[src/rtl/demux_1to8_frame.sv]
// demux_1to8_frame: steers valid/ready words into 8 lane registers and presents
// the full frame on out_data until the consumer acknowledges it.
module demux_1to8_frame #(
  parameter int DATA_W = 3,
  parameter int LANES  = 8
) (
  input  logic                    clk,
  input  logic                    rst_n,
  input  logic                    in_valid,
  output logic                    in_ready,
  input  logic [DATA_W-1:0]       in_data,
  input  logic [2:0]              in_sel,
  input  logic                    seq_mode,
  input  logic                    clr,
  output logic [LANES*DATA_W-1:0] out_data,
  output logic [LANES-1:0]        lane_mask,
  output logic [2:0]              slot,
  output logic                    frame_valid,
  input  logic                    frame_ready
);
  typedef enum logic {FILL, HOLD} state_t;
  state_t                    state_q, state_d;
  logic [LANES*DATA_W-1:0]   data_q, data_d;
  logic [LANES-1:0]          mask_q, mask_d;
  logic [2:0]                slot_q, slot_d;
  logic                      fv_q, fv_d, rdy_q, rdy_d;
  logic [2:0]                lane;
  logic                      acc;
  assign lane = seq_mode ? slot_q : in_sel;
  assign acc  = in_valid & rdy_q;
  always_ff @(posedge clk or negedge rst_n) begin
    if (!rst_n) begin
      state_q <= FILL;
      data_q  <= '0;
      mask_q  <= '0;
      slot_q  <= '0;
      fv_q    <= 1'b0;
      rdy_q   <= 1'b0;
    end else begin
      state_q <= state_d;
      data_q  <= data_d;
      mask_q  <= mask_d;
      slot_q  <= slot_d;
      fv_q    <= fv_d;
      rdy_q   <= rdy_d;
    end
  end
  // in_ready is re-asserted every FILL cycle, which also gives the post-reset rise.
  always_comb begin
    state_d = state_q;
    data_d  = data_q;
    mask_d  = mask_q;
    slot_d  = slot_q;
    fv_d    = fv_q;
    rdy_d   = rdy_q;
    if (clr) begin
      state_d = FILL;
      mask_d  = '0;
      slot_d  = '0;
      fv_d    = 1'b0;
      rdy_d   = 1'b1;
    end else if (state_q == FILL) begin
      rdy_d = 1'b1;
      if (acc) begin
        data_d[lane*DATA_W +: DATA_W] = in_data;
        mask_d[lane]                  = 1'b1;
        slot_d                        = seq_mode ? slot_q + 3'd1 : slot_q;
        if (&mask_d) begin
          state_d = HOLD;
          fv_d    = 1'b1;
          rdy_d   = 1'b0;
        end
      end
    end else if (frame_ready) begin
      state_d = FILL;
      mask_d  = '0;
      slot_d  = '0;
      fv_d    = 1'b0;
      rdy_d   = 1'b1;
    end
  end
  assign out_data    = data_q;
  assign lane_mask   = mask_q;
  assign slot        = slot_q;
  assign frame_valid = fv_q;
  assign in_ready    = rdy_q;
endmodule

[config.mk]
export PLATFORM = sky130hd
export DESIGN_NAME = demux_1to8_frame
export DESIGN_NICKNAME = d
export VERILOG_FILES = /design/src/rtl/demux_1to8_frame.sv
export SDC_FILE = /design/constraint.sdc
export NUM_CORES = 1
export LEC_CHECK = 0
export ABC_CLOCK_PERIOD_IN_PS = 2600
export CELL_PAD_IN_SITES_DETAIL_PLACEMENT = 0
export CELL_PAD_IN_SITES_GLOBAL_PLACEMENT = 1
export CORE_MARGIN = 5
export CORE_UTILIZATION = 35
export CTS_CLUSTER_SIZE = 8
export DETAILED_ROUTE_END_ITERATION = 8
export PLACE_DENSITY = 0.81
export SKIP_LAST_GASP = 1
export SYNTH_ARGS = -nofsm -noshare
export SYNTH_HDL_FRONTEND = slang
export SYNTH_SLANG_ARGS = --single-unit
export TNS_END_PERCENT = 100
[constraint.sdc]
create_clock -name clk -period 2.6 [get_ports clk]
set_input_delay 0.65 -clock clk [delete_from_list [all_inputs] [get_ports clk]]
set_output_delay 0.65 -clock clk [all_outputs]
set_load 0.05 [all_outputs]
* Yosys cells after proc, flatten, opt, wreduce, memory -nomap -nowiden
Index checks and enable logic that the tools add are counted.
Word-level totals: bits in registers 38, input port bits 12, logic and storage cells 55, output and inout port bits 37
Operators by class: bitwise logic cells 4, reduce and logical (&&, ||, !) cells 9, $lt $le $gt $ge 2, add/sub/neg operators 2, equal/unequal tests 1, shifts and indexed selects 2, multipliers 1, multiplexer cells 28
Operators by type and width (count):
- negation 5 -> 34 bit | 1
- variable shift 3 x 34 -> 24 bit (first input constant) | 1
- variable part select 3 x 34 -> 24 bit | 1
- two-way mux 8 bit | 4
- bitwise mux 24 bit | 1
- two-way mux 3 bit | 6
- two-way mux 1 bit | 16
- AND reduction 3 bit | 3
- nonzero test 3 bit | 3
- bitwise OR 8 bit | 1
- AND reduction 8 bit | 1
- multiplier 3 x 2 -> 5 bit (second input constant) | 1
- less-than comparator 3 x 4 -> 1 bit (second input constant) | 1
- adder 3 x 1 -> 3 bit (second input constant) | 1
- demux 1 bit (select 3 bit) | 1
- >= comparator 3 x 1 -> 1 bit (second input constant) | 1
- != test 3 bit (second input constant) | 1
- inverter 1 bit | 2
- AND reduction 2 bit | 1
- AND 1 bit | 1
- logical AND 1 bit | 1

* Longest topological paths before layout
Gate-level depths: netlist of the first run.
depth in word-level cells 11, depth in mapped cells 7, depth with buffers taken out 6

* Worst setup path after synthesis of the first run
OpenSTA, ideal clock, no wires.
kind input -> register, start in seq_mode, end reg data_q[0] (netlist: out_data[0]), required time 2475 ps, arrival time 2273 ps, buffers on the path 2, library setup time 125 ps, stages on the path 7, setup slack 203 ps, path through buf_6 > mux2i_4 > buf_2 > ha_1 > nor3_1 > nand3_1 > mux2_2
On the way: longest elaborated chain between the ends 5, elaborated cells on any way between the ends 6, classes of those cells add/sub (1); mul (1); shift (2); mux (2)
RTL lines:
- start, declared | line 13 | input logic seq_mode,
- two-way mux 3 bit (*) | line 29 | assign lane = seq_mode ? slot_q : in_sel;
- multiplier 3 x 2 -> 5 bit (*) | line 65 | data_d[lane*DATA_W +: DATA_W] = in_data;
- negation 5 -> 34 bit (*) | line 65
- variable part select 3 x 34 -> 24 bit or variable shift 3 x 34 -> 24 bit (tied branches) | line 65
- bitwise mux 24 bit (*) | line 65
- end signal, assigned | line 41 | data_q <= data_d;
- end, declared | line 23 | logic [LANES*DATA_W-1:0] data_q, data_d;
Every way passes the cells marked *; elsewhere a longest branch is shown, timed or not. A chain may end at the register's enable or synchronous reset.

* Final worst setup path of the first run
start reg slot_q[2] (netlist: slot[2]), end out slot[2]
RTL lines:
- start, declared | line 25 | logic [2:0] slot_q, slot_d;
- start signal, assigned | line 43 | slot_q <= slot_d;
- end, declared | line 17 | output logic [2:0] slot,
No word-level cell between the ends.

==> out/metrics.cfg, run 1 <==
[run_status]
status=finished, final reports clean

[worst_setup_path]
worstPathCellList=clkdlybuf4s50_1
worstPathMaxFanout=7
critical_path.max_stage_delay_ns=0.87
critPathLaunchType=flop
cp.arrival_ns=1.66
crit_slowest_cell=clkdlybuf4s50_1
r2r-start=slot[0]
required_ns=1.95
crit_start=slot[2]
cp_top_family=buffers and inverters
endpoint_kind=output port
path_class=reg -> out
worstPathBufferInverterCount=1

[finish]
final_cell_mix=clkdlybuf4s50_1 (47), dfrtp_1 (38), mux2_2 (25)
drive_gt1_frac=0.265
final-instance-count-excl-fill=304
area_delta_synth_final_pct=41.2
diodes=0
final_common_cell=clkdlybuf4s50_1
utilization=0.518
fin_nets=251

[sta]
hold_violations=0
worst_clock_skew_ns=0.0105
maxSlewHeadroom=0.651
fin_crit_ns=2.31
setup_viol=0
tightestPinTransition_ns=0.521
slew_viol_final=0
max_freq_mhz=432
finalCritPeriodShare=0.890
finalHoldWorstSlack_ns=0.506
setup_tns_ns=0
rsz0062_at_grt=false

[clock_network]
clk_pin_slew_ns=0.08
cts_buffers=5
clock_latency_ns=0.29
cts_root_buffer=clkbuf_8
cts_max_level=2
post_cts_buffers=0
cts_buffer_depth=2
cts_tree=built
clkSinkCount=38

[die]
initial_utilization=0.367
die_y_um=83.8
die_w_um=83.8
die_area_um2=7030
rows=26
boundaryPins=49
fp.coreArea_um2=5200

[power_and_ir_drop]
power_density_nw_per_um2=634
ir_drop_mv=0.298
total_power_mw=1.71
p_leak_nw=1.18

[global_route]
grt_pass1_vias=1606
grt-ovfl-total=0
track_usage=0.137
grt_first_pass_wirelength_mm=7.86
grt_antenna_before_repair=0
grt_max_degree=39

[logic_synthesis]
synthAdderAreaFrac=0.0328
synth-compound-area-share=0.0905
syn_nets=180
synthTopCellsByArea=dfrtp_1 (50%), mux2_2 (15%), nor2_1 (4.1%), mux2i_4 (3.5%), ha_1 (3.3%)
ys_warn_count=0
ys_seq_elements=38
syn_avg_cell_area_um2=11.7
syn-cell-area_um2=1910
synth_cell_types=40
synth-xor-area-share=0.0184
synth_cells=163
synth_top_area_frac=0.498
synth-seq-area-share=0.498
yosys.area_share.simple=0.156
synthMuxAreaShare=0.183
synth_top_family_by_area=multiplexers
synth_top_area_cell=dfrtp_1

[route]
ant_nets=0
finalWirelength_mm=4.47
first_iter_violations=71
avgRoutedWirePerCell_um=14.7
vias=1535
remaining_drc_errors=0
firstDrtPassIters=4
vias_per_cell=5.05

[placed_design]
globalplace.congestion=0.778
dp.final_hpwl_mm=3.42
numPortBuffers=48
placedCellCount=297

[min_path]
min_from=out_data[2]
hold_path.class=reg -> reg

[job]
drv_cap=0

## synthesized netlist by cell type
| cell | instances |
|---|---|
| a21oi_1 | 5 |
| a32oi_1 | 1 |
| a31oi_1 | 4 |
| inv_1 | 1 |
| o21a_1 | 1 |
| nand4bb_1 | 1 |
| and2_1 | 3 |
| nor4_1 | 2 |
| nand4_1 | 3 |
| and3_1 | 3 |
| xnor2_1 | 2 |
| o31ai_1 | 1 |
| mux2_2 | 25 |
| and4bb_2 | 1 |
| nand2_1 | 11 |
| nor2_1 | 21 |
| o32a_1 | 2 |
| o22a_1 | 1 |
| inv_4 | 2 |
| nand3b_1 | 1 |
| o211ai_1 | 1 |
| nor3_1 | 2 |
| and4_1 | 3 |
| o2bb2ai_1 | 1 |
| buf_6 | 1 |
| a211o_1 | 1 |
| o41ai_1 | 1 |
| buf_2 | 1 |
| clkbuf_1 | 1 |
| mux2i_4 | 3 |
| xor2_1 | 2 |
| a311o_1 | 1 |
| buf_1 | 1 |
| nand3_1 | 4 |
| dfrtp_1 | 38 |
| or3b_2 | 1 |
| ha_1 | 5 |
| o32ai_1 | 2 |
| a31o_2 | 1 |
| nand2b_1 | 2 |
## layer usage
metal,part of all wire,routed length (µm),global-route usage,vias to the layer above
li1,-,-,-,742
met1,0.44,1990,0.180,745
met2,0.48,2150,0.218,41
met3,0.058,261,0.0336,7
met4,0.016,72,0.0482,0
met5,0,0,0,-
## flip-flops by register name, summed over array words and instances (netlist names)
register,count
slot,3
in_ready,1
frame_valid,1
state_q,1
lane_mask,8
out_data,24
## report_power, final
group,switching [mW],leakage [nW],internal (mW)
clock,0.202,0.0438,0.180
combinational,0.387,0.629,0.239
sequential,0.0385,0.511,0.661
total,0.627,1.18,1.08
## cells by family after synthesis
kind of cell	Yosys count
fa+ha+maj	5
compound gates	23
mux	28
simple gates	58
xor+xnor	4
buf+inv	7
flops	38
## path summary, 6_finish.rpt
kind | end | slack (ns) | cells after the start
min | out_data[2] | 0.51 | 1
max reg2reg | out_data[0] | 0.74 | 5
max | slot[2] | 0.29 | 1
max in group asynchronous | out_data[12] | 1.48 | 2
min in group asynchronous | slot[2] | 0.78 | 2
min reg2reg | out_data[2] | 0.51 | 1
## area by class of cell
class	count	area, µm²
clock buffers	5	68.8
inverters	3	16.3
repair buffers	68	633
well taps	70	87.6
flip-flops and latches	38	951
clock inverters	2	10.0
multi-input cells	118	927
fillers	497	2510
## repair_timing
action / CTS / global route
resized for setup: 0 / 3
hold buffers: 0 / 0
setup endpoints to repair: 0 / 14
## through the flow
step	setup WS [ns]	instance area (µm²)
after detailed placement	-0.261	2600
after global placement	-0.229	2600
after global routing	0.224	2690
after CTS	0.0352	2680
final	0.286	2690
after floorplan	0.203	1910
Power figures use the tool's default switching activity.
==> run 2: changes to the inputs <==
Settings changed: CTS_CLUSTER_DIAMETER set to 120, GPL_ROUTABILITY_DRIVEN set to 0, HOLD_SLACK_MARGIN set to 0.05.
==> results of run 2 <==
Same layout as run 1: the final DEF is identical, and so are final timing and power.
==> run 3: changes to the inputs <==
Settings changed: CORE_MARGIN 5 to 2.
==> out/metrics.cfg, run 3 (same netlist as run 1, synthesis figures left out) <==
[worst_setup_path]
cp_top_family=buffers and inverters
path_class=reg -> out
worstPathBufferInverterCount=1
critical_path.max_stage_delay_ns=0.86
critPathLaunchType=flop
r2r-start=slot[0]
worstPathMaxFanout=7
r2r_cells=6
endpoint_kind=output port
required_ns=1.95
crit_slowest_cell=clkdlybuf4s50_1
worstPathCellList=clkdlybuf4s50_1
cp.arrival_ns=1.67
rrSetupSlack_ns=0.74
worst_r2r_endpoint=in_ready

[finish]
diodes=0
fillCellCount=481
final_cell_mix=clkdlybuf4s50_1 (47), dfrtp_1 (38), mux2_2 (25)
final_common_cell=clkdlybuf4s50_1
finish.instance_area_um2=2700
area_delta_synth_final_pct=41.5
fin_nets=251
drive_gt1_frac=0.260
largest_reg_flops=24

[global_route]
grt_first_pass_wirelength_mm=7.44
grt_pass1_vias=1567
grt_max_degree=39
track_usage=0.157
grt_antenna_before_repair=0
grt-ovfl-total=0

[sta]
finalCritPeriodShare=0.893
tightestPinTransition_ns=0.508
finalHoldWorstSlack_ns=0.508
max_freq_mhz=431
setup_viol=0
slew_viol_final=0
hold_violations=0
rsz0062_at_grt=false
fin_crit_ns=2.32
worst_clock_skew_ns=0.00245
maxSlewHeadroom=0.660

[die]
die_w_um=77.8
die_area_um2=6060
boundaryPins=49
rows=26
die_y_um=77.8
fp.coreArea_um2=5170
initial_utilization=0.369

[clock_network]
hold_buffers=0
cts_buffers=5
clk_pin_slew_ns=0.07
clkSinkCount=38
cts_max_level=2
cts_tree=built
cts_buffer_depth=2
cts_root_buffer=clkbuf_8
clock_latency_ns=0.30

[route]
vias=1559
remaining_drc_errors=0
avgRoutedWirePerCell_um=14.3
finalWirelength_mm=4.37
vias_per_cell=5.11
firstDrtPassIters=4
ant_nets=0
first_iter_violations=51

[power_and_ir_drop]
p_leak_nw=1.18
ir_drop_mv=0.379
p_switching_mw=0.639
internal_power_mw=1.11
power_frac_seq=0.401
total_power_mw=1.75
pwr-share-comb=0.355
switching_share=0.365
power_density_nw_per_um2=648
p_clk_frac=0.244

[min_path]
min_from=out_data[13]
min_to=out_data[13]
hold_path.class=reg -> reg
hold_depth=1

[job]
drv_cap=0

[placed_design]
place_area_um2=2600
dp.final_hpwl_mm=3.31
numPortBuffers=48

[run_status]
status=finished, final reports clean

[run 3: final cells by class]
class	instances	area, µm²	share of cell area
clock buffer	6	82.6	0.0306
clock inverter	2	12.5	0.00463
inverter	3	16.3	0.00602
multi-input combinational	118	917	0.340
sequential	38	951	0.352
tap	70	87.6	0.0324
timing repair buffer	68	633	0.234
[run 3: how the worst max path moves through the flow]
stage	from	end	slack [ns]	cells past startpoint
6_report	slot[2]	slot[2]	0.28	1
2_1_floorplan	seq_mode	out_data[0]	0.20	7
3_3_place_gp	seq_mode	out_data[23]	-0.24	6
4_1_cts	seq_mode	out_data[21]	0.04	6
5_1_grt	slot[2]	slot[2]	0.24	1
3_5_place_dp	seq_mode	out_data[21]	-0.28	6
[run 3: worst reg2reg max path, cell delays in order, from the launching register on]
cell and delay, ns:
dfrtp_1 0.48, mux2i_4 0.11, buf_4 0.19, inv_4 0.11, nand4_1 0.10, a311o_1 0.40
o32a_1 0.36
[run 3: timing repair]
action	in CTS	in global routing
buffers inserted	0	0
resized for setup	0	1
setup endpoints to repair	0	14
[run 3: stage by stage]
step / setup slack, ns / std cells / util / TNS (ns)
finish: 0.279 / 305 / 0.522 / 0
global route: 0.238 / 305 / 0.522 / 0
CTS: 0.0353 / 305 / 0.522 / 0
detailed placement: -0.276 / 297 / 0.503 / -4.91
global placement: -0.241 / 297 / 0.503 / -4.07
floorplan: 0.203 / 163 / - / 0
[run 3: metal layers]
metal,vias to the layer above,wire [µm],GRT usage
met5,-,0,0
met4,0,85,0.0696
met3,7,135,0.0291
met2,32,2060,0.246
met1,779,2100,0.213
li1,741,-,-
[run 3: power by group through the flow]
stage / sequential [mW] / clock (mW) / combinational (mW)
floorplan: 0.958 / 0 / 0.137
global placement: 0.713 / 0 / 0.620
detailed placement: 0.715 / 0 / 0.624
CTS: 0.704 / 0.439 / 0.626
global route: 0.712 / 0.457 / 0.655
finish: 0.702 / 0.427 / 0.621
